File: src/rtl/lock_timer_ctrl.sv
// Programmable lockout/session timer: prescaled tick, loadable limit, one-shot or auto-reload expiry.
// Optional build macro LOCK_TIMER_LEVEL_START_EN selects legacy level-sensitive start.
module lock_timer_ctrl #(
    parameter int CNT_W         = 32,
    parameter int PRESCALE      = 1,
    parameter int DEFAULT_LIMIT = 1,
    parameter int EXP_W         = 8
) (
    input  logic             clk,
    input  logic             rst,
    input  logic             start,
    input  logic             cancel,
    input  logic             pause,
    input  logic             mode,
    input  logic             load_limit,
    input  logic [CNT_W-1:0] limit_in,
    output logic             time_up,
    output logic             busy,
    output logic [CNT_W-1:0] remaining,
    output logic [EXP_W-1:0] expire_cnt
);

    typedef enum logic [1:0] {IDLE = 2'd0, RUN = 2'd1, DONE = 2'd2} state_t;

    localparam int               PRE_W   = (PRESCALE > 1) ? $clog2(PRESCALE) : 1;
    localparam logic [PRE_W-1:0] PRE_MAX = PRE_W'(PRESCALE - 1);
    localparam logic [CNT_W-1:0] CNT_ONE = CNT_W'(1);
    localparam logic [CNT_W-1:0] LIM_RST = CNT_W'(DEFAULT_LIMIT);

    state_t             state_r, state_s;
    logic [CNT_W-1:0]   count_r, count_s;
    logic [CNT_W-1:0]   lim_r, lim_s;
    logic [PRE_W-1:0]   pre_r, pre_s;
    logic               time_up_r, time_up_s;
    logic [EXP_W-1:0]   expire_cnt_r, expire_cnt_s;
    logic [CNT_W-1:0]   remaining_r, remaining_s;
    logic               busy_r;
    logic               restart_s;
    logic               drop_s;

    function automatic logic [EXP_W-1:0] sat_inc(input logic [EXP_W-1:0] val);
        if (&val) begin
            return val;
        end else begin
            return val + EXP_W'(1);
        end
    endfunction

    // Ticks left; a limit lowered below the current count reads as zero left.
    function automatic logic [CNT_W-1:0] calc_remaining(input state_t st,
                                                        input logic [CNT_W-1:0] cnt,
                                                        input logic [CNT_W-1:0] lim);
        case (st)
            IDLE:    return lim;
            RUN:     return (cnt >= lim) ? {CNT_W{1'b0}} : (lim - cnt);
            DONE:    return {CNT_W{1'b0}};
            default: return {CNT_W{1'b0}};
        endcase
    endfunction

`ifdef LOCK_TIMER_LEVEL_START_EN
    assign restart_s = 1'b0;
    assign drop_s    = ~start;
`else
    assign restart_s = start;
    assign drop_s    = 1'b0;
`endif

    // Next-state computation: cancel > start > tick.
    always_comb begin
        state_s      = state_r;
        count_s      = count_r;
        pre_s        = pre_r;
        time_up_s    = time_up_r;
        expire_cnt_s = expire_cnt_r;
        if (load_limit) begin
            lim_s = (limit_in == {CNT_W{1'b0}}) ? CNT_ONE : limit_in;
        end else begin
            lim_s = lim_r;
        end

        if (cancel) begin
            state_s   = IDLE;
            count_s   = {CNT_W{1'b0}};
            pre_s     = {PRE_W{1'b0}};
            time_up_s = 1'b0;
        end else begin
            case (state_r)
                IDLE: begin
                    if (start) begin
                        state_s   = RUN;
                        count_s   = {CNT_W{1'b0}};
                        pre_s     = {PRE_W{1'b0}};
                        time_up_s = 1'b0;
                    end else begin
                        time_up_s = 1'b0;
                    end
                end
                RUN: begin
                    time_up_s = 1'b0;
                    if (restart_s) begin
                        count_s = {CNT_W{1'b0}};
                        pre_s   = {PRE_W{1'b0}};
                    end else if (drop_s) begin
                        state_s = IDLE;
                        count_s = {CNT_W{1'b0}};
                        pre_s   = {PRE_W{1'b0}};
                    end else if (pause) begin
                        pre_s = pre_r;
                    end else if (pre_r == PRE_MAX) begin
                        pre_s = {PRE_W{1'b0}};
                        // Comparing against lim-1 avoids overflow of count+1.
                        if (count_r >= (lim_r - CNT_ONE)) begin
                            time_up_s    = 1'b1;
                            expire_cnt_s = sat_inc(expire_cnt_r);
                            if (mode) begin
                                count_s = {CNT_W{1'b0}};
                            end else begin
                                state_s = DONE;
                                count_s = lim_r;
                            end
                        end else begin
                            count_s = count_r + CNT_ONE;
                        end
                    end else begin
                        pre_s = pre_r + PRE_W'(1);
                    end
                end
                DONE: begin
                    if (restart_s) begin
                        state_s   = RUN;
                        count_s   = {CNT_W{1'b0}};
                        pre_s     = {PRE_W{1'b0}};
                        time_up_s = 1'b0;
                    end else if (drop_s) begin
                        state_s   = IDLE;
                        count_s   = {CNT_W{1'b0}};
                        pre_s     = {PRE_W{1'b0}};
                        time_up_s = 1'b0;
                    end else begin
                        time_up_s = 1'b1;
                    end
                end
                default: begin
                    state_s   = IDLE;
                    count_s   = {CNT_W{1'b0}};
                    pre_s     = {PRE_W{1'b0}};
                    time_up_s = 1'b0;
                end
            endcase
        end
        remaining_s = calc_remaining(state_s, count_s, lim_s);
    end

    // State and registered outputs.
    always_ff @(posedge clk) begin
        if (rst) begin
            state_r      <= IDLE;
            count_r      <= {CNT_W{1'b0}};
            pre_r        <= {PRE_W{1'b0}};
            lim_r        <= LIM_RST;
            time_up_r    <= 1'b0;
            busy_r       <= 1'b0;
            expire_cnt_r <= {EXP_W{1'b0}};
            remaining_r  <= LIM_RST;
        end else begin
            state_r      <= state_s;
            count_r      <= count_s;
            pre_r        <= pre_s;
            lim_r        <= lim_s;
            time_up_r    <= time_up_s;
            busy_r       <= (state_s == RUN);
            expire_cnt_r <= expire_cnt_s;
            remaining_r  <= remaining_s;
        end
    end

    assign time_up    = time_up_r;
    assign busy       = busy_r;
    assign remaining  = remaining_r;
    assign expire_cnt = expire_cnt_r;

endmodule

File: config.mk
export PLATFORM = sky130hd
export DESIGN_NAME = lock_timer_ctrl
export DESIGN_NICKNAME = d
export VERILOG_FILES = /design/src/rtl/lock_timer_ctrl.sv
export SDC_FILE = /design/constraint.sdc
export NUM_CORES = 1
export LEC_CHECK = 0
export CORE_MARGIN = 2
export CORE_UTILIZATION = 52
export DETAILED_ROUTE_END_ITERATION = 12
export GPL_TIMING_DRIVEN = 1
export PLACE_DENSITY_LB_ADDON = 0.15
export SLEW_MARGIN = 25
export SYNTH_ARGS = -nofsm -noshare
export SYNTH_HDL_FRONTEND = slang
export SYNTH_SLANG_ARGS = --single-unit
export TNS_END_PERCENT = 10
File: constraint.sdc
create_clock -name clk -period 6.4 [get_ports clk]
set_clock_uncertainty 0.05 [all_clocks]
set_input_delay 1.6 -clock clk [delete_from_list [all_inputs] [get_ports clk]]
set_output_delay 1.6 -clock clk [all_outputs]
set_load 0.02 [all_outputs]
==> flow_metrics.env <==
export IMPL_status="complete, but fails checks"
export IMPL_violations="negative setup slack"
export IMPL_ir_drop_v=0.0001431
export IMPL_seq_power_share=0.368
export IMPL_design_area_sq_mm=0.01125
export IMPL_final_cell_mix="156 x buf_4, 114 x nor2_1, 107 x dfxtp_1, 81 x nand2_1, 80 x clkdlybuf4s50_1"
export IMPL_finalCritPeriodShare=1.061
export IMPL_grt_pass1_wl_um=42650
export IMPL_cts_hold_buf=0
export IMPL_start_util=0.5358
export IMPL_path_clk_slew_ns=0.08
export IMPL_min_from="expire_cnt[4]$_SDFFE_PP0P_"
export IMPL_h_tree_depth=3
export IMPL_timing_rr_start="lim_r[5]$_SDFF_PP0_"
export IMPL_cpPeakStageDelay_ns=0.53
export IMPL_worst_ep_required_time_ns=6.60
export IMPL_fin_cells=1449
export IMPL_wire_per_inst_um=19.95
export IMPL_cts_tree="yes"
export IMPL_ys_seq_area_frac=0.2645
export IMPL_crit_fanout=8
export IMPL_fillers=1144
export IMPL_path_buf_inv=4
export IMPL_setup_viol=32
export IMPL_switchingPower_w=0.0006720
export IMPL_syn_area_sq_mm=0.008175
export IMPL_slew_headroom=0.4589
export IMPL_grt_ovfl_total=0
export IMPL_yosysWarnings=0
export IMPL_coreArea_sq_mm=0.01526
export IMPL_firstDrtPassIters=6
export IMPL_synth_seq_cells=108
export IMPL_start_kind="register"
export IMPL_fmax_mhz=147.2
export IMPL_postSynthCellCount=1022
export IMPL_finalMaxSlewViolations=0
export IMPL_rsz0062_at_grt="yes"
export IMPL_io_pins=81
export IMPL_reg2reg_slack_ns=-0.39
export IMPL_p_comb_frac=0.337
export IMPL_dp_hpwl_um=20340
export IMPL_dp_cells=1408
export IMPL_wirelength_um=28900
export IMPL_cp_top_family="simple AND/OR/NAND/NOR gates"
export IMPL_power_density_mw_per_mm2=175.0
export IMPL_tightest_slew_ns=0.8108
export IMPL_rows=45
export IMPL_r2r_end="remaining[23]$_SDFF_PP0_"
export IMPL_synth_edf_count=0
export IMPL_clk_path_buf_depth=2
export IMPL_p_int_w=0.001297
export IMPL_ys_async_sr_fraction=0
export IMPL_holdWs_ns=0.4678
export IMPL_dpl_worst_slack_ns=-0.4377
export IMPL_cts_root_buf="clkbuf_16"
export IMPL_port_buffer_count=80
export IMPL_grt_usage=0.3274
export IMPL_drv_cap=0
export IMPL_antenna_found_initial=1
export IMPL_grt_max_degree=34
export IMPL_drt_iter0_drc=922
export IMPL_place_congestion=0.9319
export IMPL_worstPathArrival_ns=6.99
export IMPL_synth_nets=1133
export IMPL_fin_nets=1343
export IMPL_syn_area_per_cell_sq_um=7.999
export IMPL_ys_types=58
export IMPL_clkPwrFrac=0.295
export IMPL_post_route_min_period_ns=6.792
export IMPL_hold_end="expire_cnt[4]$_SDFFE_PP0P_"
export IMPL_switching_share=0.3413
export IMPL_antenna_left=0
export IMPL_p_leak_nw=4.545
export IMPL_end_kind="register"
export IMPL_worstHoldPathType="reg -> reg"
export IMPL_syn_to_final_growth_pct=37.63
export IMPL_drive_gt1_frac=0.2595
export IMPL_reg2reg_depth=31
export IMPL_crit_type="reg -> reg"
export IMPL_power_w=0.001969
export IMPL_grt_pass1_vias=8176
export IMPL_vias=8921
export IMPL_ys_flop_type="dfxtp_1"
export IMPL_cp_slowest_cell="or4_4"
export IMPL_finalHoldViolCount=0
export IMPL_drcViolationCount=0
export IMPL_holdPathStages=2
export IMPL_fp_dieArea_sq_mm=0.01674
export IMPL_final_common_cell="buf_4"
export IMPL_setup_slack_ns=-0.3918
export IMPL_cts_buffers=9
export IMPL_die_h_um=129.4
export IMPL_postPlaceCellArea_sq_mm=0.01017
export IMPL_worstSkewPairLatency_ns=0.37
export IMPL_viasPerCell=6.157
export IMPL_die_w_um=129.4
export IMPL_clock_sinks=108
-- routing by layer --
| metal | GRT usage | wire length [um] | vias up |
|---|---|---|---|
| met2 | 0.5050 | 12960 | 509 |
| met3 | 0.07225 | 2649 | 81 |
| met4 | 0.1183 | 1005 | 0 |
| met5 | 0 | 0 | - |
| met1 | 0.4507 | 12280 | 4182 |
| li1 | - | - | 4149 |
-- logic make-up (layout without fill, tap and decap cells) --
logic type / after synthesis / in the layout / synth area share
simple gates: 420 / 420 / 0.2599
fa+ha+maj: 72 / 72 / 0.1111
other cells: 0 / 1 / 0
compound gates: 237 / 237 / 0.1938
mux: 45 / 45 / 0.05923
buf+inv: 64 / 279 / 0.03015
xor+xnor: 76 / 76 / 0.08142
flops: 108 / 108 / 0.2645
-- synth_stat cells, types with 5 or more instances --
cell       count  area share
nor2_1       119       0.055
dfxtp_1      108        0.26
nand2_1       94       0.043
ha_1          71        0.11
a21oi_1       53       0.032
xnor2_1       45       0.048
o21ai_0       41       0.025
clkbuf_1      38       0.017
a22oi_1       32       0.029
and2_1        31       0.024
nand3_1       31       0.019
xor2_1        31       0.033
mux2_2        27       0.037
a21o_1        23       0.021
nor3_1        23       0.014
nand4_1       22       0.017
inv_1         20      0.0092
nor2b_1       19       0.015
nor4_1        19       0.015
mux2i_1       18       0.022
a22o_1        17       0.018
and3_1        15       0.011
a31oi_1       10      0.0077
nand2b_1      10      0.0077
and4_1         9      0.0096
o2bb2ai_1      9      0.0096
o21a_1         8      0.0073
a32oi_1        7      0.0075
or3_1          7      0.0054
o22ai_1        6      0.0046
o31ai_1        6      0.0055
buf_2          5      0.0031
-- per-stage QoR --
| step | setup TNS [ns] | util |
|---|---|---|
| after floorplan | 0 | - |
| after global placement | -8.804 | 0.6664 |
| after detailed placement | -11.24 | 0.6664 |
| after CTS | -7.478 | 0.7050 |
| after global routing | -19.60 | 0.7373 |
| final | -10.95 | 0.7374 |
-- worst reg2reg max path: cells and delay by family (launching register included) --
kind	cells	cell delay (ns)
AO/OA/AOI/OAI	12	2.19
XOR/XNOR	2	0.31
adder cells (fa/ha/maj)	2	0.62
buffers and inverters	4	0.59
flip-flops	1	0.33
AND/OR/NAND/NOR	11	2.62
-- power groups by stage --
stage	Clock, W	Combinational, W	Sequential [W]
after floorplan	0	0.000310	0.000759
after global placement	0	0.000566	0.000738
after detailed placement	0	0.000570	0.000738
after CTS	0.000591	0.000603	0.000723
after global routing	0.000615	0.000707	0.000727
final	0.000582	0.000663	0.000724
-- state kept, by name, indices dropped and copies added (netlist names) --
signal and cells:
count_r 32, remaining 32, state_r 2, time_up 1
expire_cnt 8, busy 1, lim_r 32
-- worst max path at each step --
stage / startpoint / end / slack [ns] / cells after the start
5_1_grt: lim_r[5]$_SDFF_PP0_ / remaining[30]$_SDFF_PP0_ / -0.66 / 34
6_report: lim_r[5]$_SDFF_PP0_ / remaining[23]$_SDFF_PP0_ / -0.39 / 31
4_1_cts: lim_r[5]$_SDFF_PP0_ / remaining[5]$_SDFF_PP0_ / -0.31 / 34
3_5_place_dp: lim_r[5]$_SDFF_PP0_ / remaining[4]$_SDFF_PP0_ / -0.44 / 31
2_1_floorplan: lim_r[5]$_SDFF_PP0_ / remaining[17]$_SDFF_PP0_ / 0.004 / 32
3_3_place_gp: lim_r[5]$_SDFF_PP0_ / remaining[4]$_SDFF_PP0_ / -0.37 / 30
-- final cells by class --
type	count	area (sq um)	share of cell area
inverters	20	75.07	0.006672
repair buffers	243	2071	0.1840
well taps	211	264.0	0.02346
multi-input cells	850	6372	0.5663
flip-flops and latches	108	2163	0.1923
clock inverters	7	78.83	0.007005
clock buffers	9	225.2	0.02002
diodes	1	2.502	0.0002224
-- what timing repair did --
| action | 4_1_cts | 5_1_grt |
|---|---|---|
| buffers inserted | 7 | 17 |
| pin swaps | 19 | 53 |
| cloned | 1 | 0 |
| hold endpoints to repair | 0 | 0 |
| endpoints found under the setup margin | 32 | 32 |
| resized for setup | 38 | 77 |
Note: power is estimated with default switching activity, not from simulation.
==> edit (config.mk and constraints unchanged) <==
The parameter `EXP_W` goes from 8 to 10.
--- a/src/rtl/lock_timer_ctrl.sv
+++ b/src/rtl/lock_timer_ctrl.sv
@@ -6,3 +6,3 @@
     parameter int DEFAULT_LIMIT = 1,
-    parameter int EXP_W         = 8
+    parameter int EXP_W         = 10
 ) (
Interface: changed (resized expire_cnt); port bits go from 81 to 83. No check against the original RTL was run, so the function may have changed too.
==> edit against the original RTL <==
The run still ends with setup timing left. Cell area grew 5.6%. Sequential cell count grew 2. Cell count grew 6.7%. Worst setup slack gained 0.00099 ns. Wire length grew 7.5%. Area after synthesis grew 3.6%. Power is essentially flat. Sequential power grew 1%. Global-route usage grew 1.7 points. Critical path type unchanged. Critical endpoint is now remaining[0]$_SDFF_PP1_. Largest cell class unchanged. Highest routed layer unchanged.
==> edit: results (changes against the original RTL) <==
{
  "place": {
    "place_hpwl": {"value": 23000, "unit": "um", "change": "was 20300 um"},
    "place_congestion": {"value": 0.967, "change": "was 0.932"},
    "place.port_buffers": {"value": 82, "change": "was 80"}
  },
  "finish": {
    "layout_cells_sized_above_1": {"value": 0.258, "change": "was 0.259"},
    "antenna_cells_inserted": {"value": 0, "change": "was 1"},
    "filler_cell_count": {"value": 1227, "change": "was 1144"}
  },
  "grt": {
    "grt_start_max_net_pins": {"value": 35, "change": "was 34"},
    "grt_first_pass_wirelength": {"value": 47800, "unit": "um", "change": "was 42600 um"},
    "first_global_vias": {"value": 8969, "change": "was 8176"},
    "antenna_found_initial": {"value": 0, "change": "was 1"}
  },
  "timing": {
    "max_slew_margin": {"value": 0.286, "change": "was 0.459"},
    "report.final.setup_viol": {"value": 32, "change": "unchanged"},
    "final.hold.worst_slack": {"value": 0.498, "unit": "ns", "change": "was 0.468 ns"},
    "finalWorstSetupSlack": {"value": -0.391, "unit": "ns", "change": "was -0.392 ns"},
    "tns": {"value": -9.78, "unit": "ns", "change": "was -10.95 ns"}
  },
  "pwr": {
    "total_leakage_power": {"value": 4.89, "unit": "nW", "change": "was 4.54 nW"},
    "max-vdd-ir-drop": {"value": 0.000117, "unit": "V", "change": "was 0.000143 V"}
  },
  "worst_hold_path": {
    "whs_endpoint": {"value": "expire_cnt[3]$_SDFFE_PP0P_", "change": "was expire_cnt[4]$_SDFFE_PP0P_"},
    "worstHoldStart": {"value": "expire_cnt[3]$_SDFFE_PP0P_", "change": "was expire_cnt[4]$_SDFFE_PP0P_"}
  },
  "synth": {
    "synth_common_cells": {"value": "sky130_fd_sc_hd__dfxtp_1, sky130_fd_sc_hd__nand2_1, sky130_fd_sc_hd__nor2_1", "change": "was sky130_fd_sc_hd__nor2_1, sky130_fd_sc_hd__dfxtp_1, sky130_fd_sc_hd__nand2_1"},
    "synth.avg_cell_area": {"value": 7.88, "unit": "um2", "change": "was 8.00 um2"},
    "synthTopCellsByArea": {"value": "sky130_fd_sc_hd__dfxtp_1, sky130_fd_sc_hd__ha_1, sky130_fd_sc_hd__xnor2_1, sky130_fd_sc_hd__nand2_1, sky130_fd_sc_hd__nor2_1", "change": "was sky130_fd_sc_hd__dfxtp_1, sky130_fd_sc_hd__ha_1, sky130_fd_sc_hd__nor2_1, sky130_fd_sc_hd__xnor2_1, sky130_fd_sc_hd__nand2_1"},
    "yosys.cell_types.count": {"value": 73, "change": "was 58"}
  },
  "detailed_routing": {
    "drt_wl_total": {"value": 31100, "unit": "um", "change": "was 28900 um"}
  },
  "setup_path": {
    "reg2regPathDepth": {"value": 29, "change": "was 31"},
    "rr_startpoint": {"value": "lim_r[8]$_SDFF_PP0_", "change": "was lim_r[5]$_SDFF_PP0_"}
  },
  "run_status": {
    "outcome": {"value": "finished with violations", "change": "unchanged"},
    "failing_checks": {"value": "setup timing", "change": "unchanged"}
  }
}
[edit: changes by cell type after synthesis, sizes merged, moves of 10 or more]
cell / before / now
nand3: 32 / 42
nor3: 24 / 34
and3: 15 / 32
nor2: 119 / 95
o21ai: 41 / 64
a211oi: 3 / 13
a22oi: 32 / 11
inv: 20 / 40
[edit: cells by family (layout without fill, tap and decap cells)]
family	Yosys count	in the layout	share of synthesized area
AOI/OAI and AO/OA	267	267	0.210
xor gates and xnor gates	68	68	0.0703
adders and majority gates	72	72	0.107
buffers and inverters	86	341	0.0414
DFF	110	110	0.260
muxes	43	43	0.0535
and+or+nand+nor	429	429	0.258
[edit: power groups by stage]
stage	logic, mW	clock network (mW)	registers (mW)
4_1_cts	0.648	0.551	0.730
5_1_grt	0.734	0.574	0.733
3_5_place_dp	0.591	0	0.745
3_3_place_gp	0.583	0	0.744
6_report	0.689	0.549	0.731
2_1_floorplan	0.307	0	0.769
[edit: timing repair]
action	4_1_cts	5_1_grt
pin swaps	64	29
setup buffers	21	6
hold buffers	0	0
resized for setup	88	31
cloned	1	2
setup endpoints to repair	32	32
[edit: routing by layer]
| metal | GRT usage | share of wire | routed length, um | up-vias |
|---|---|---|---|---|
| met2 | 0.541 | 0.44 | 13600 | 515 |
| met5 | 0 | 0 | 0 | - |
| li1 | - | - | - | 4430 |
| met1 | 0.479 | 0.43 | 13300 | 4488 |
| met3 | 0.0367 | 0.088 | 2730 | 99 |
| met4 | 0.146 | 0.046 | 1430 | 0 |
[edit: cell type report]
class                      count  area share
clock buffer                  11      0.0204
multi-input combinational    879       0.549
clock inverter                 5     0.00295
tap                          216      0.0227
timing repair buffer         284       0.206
inverter                      41      0.0129
sequential                   110       0.185
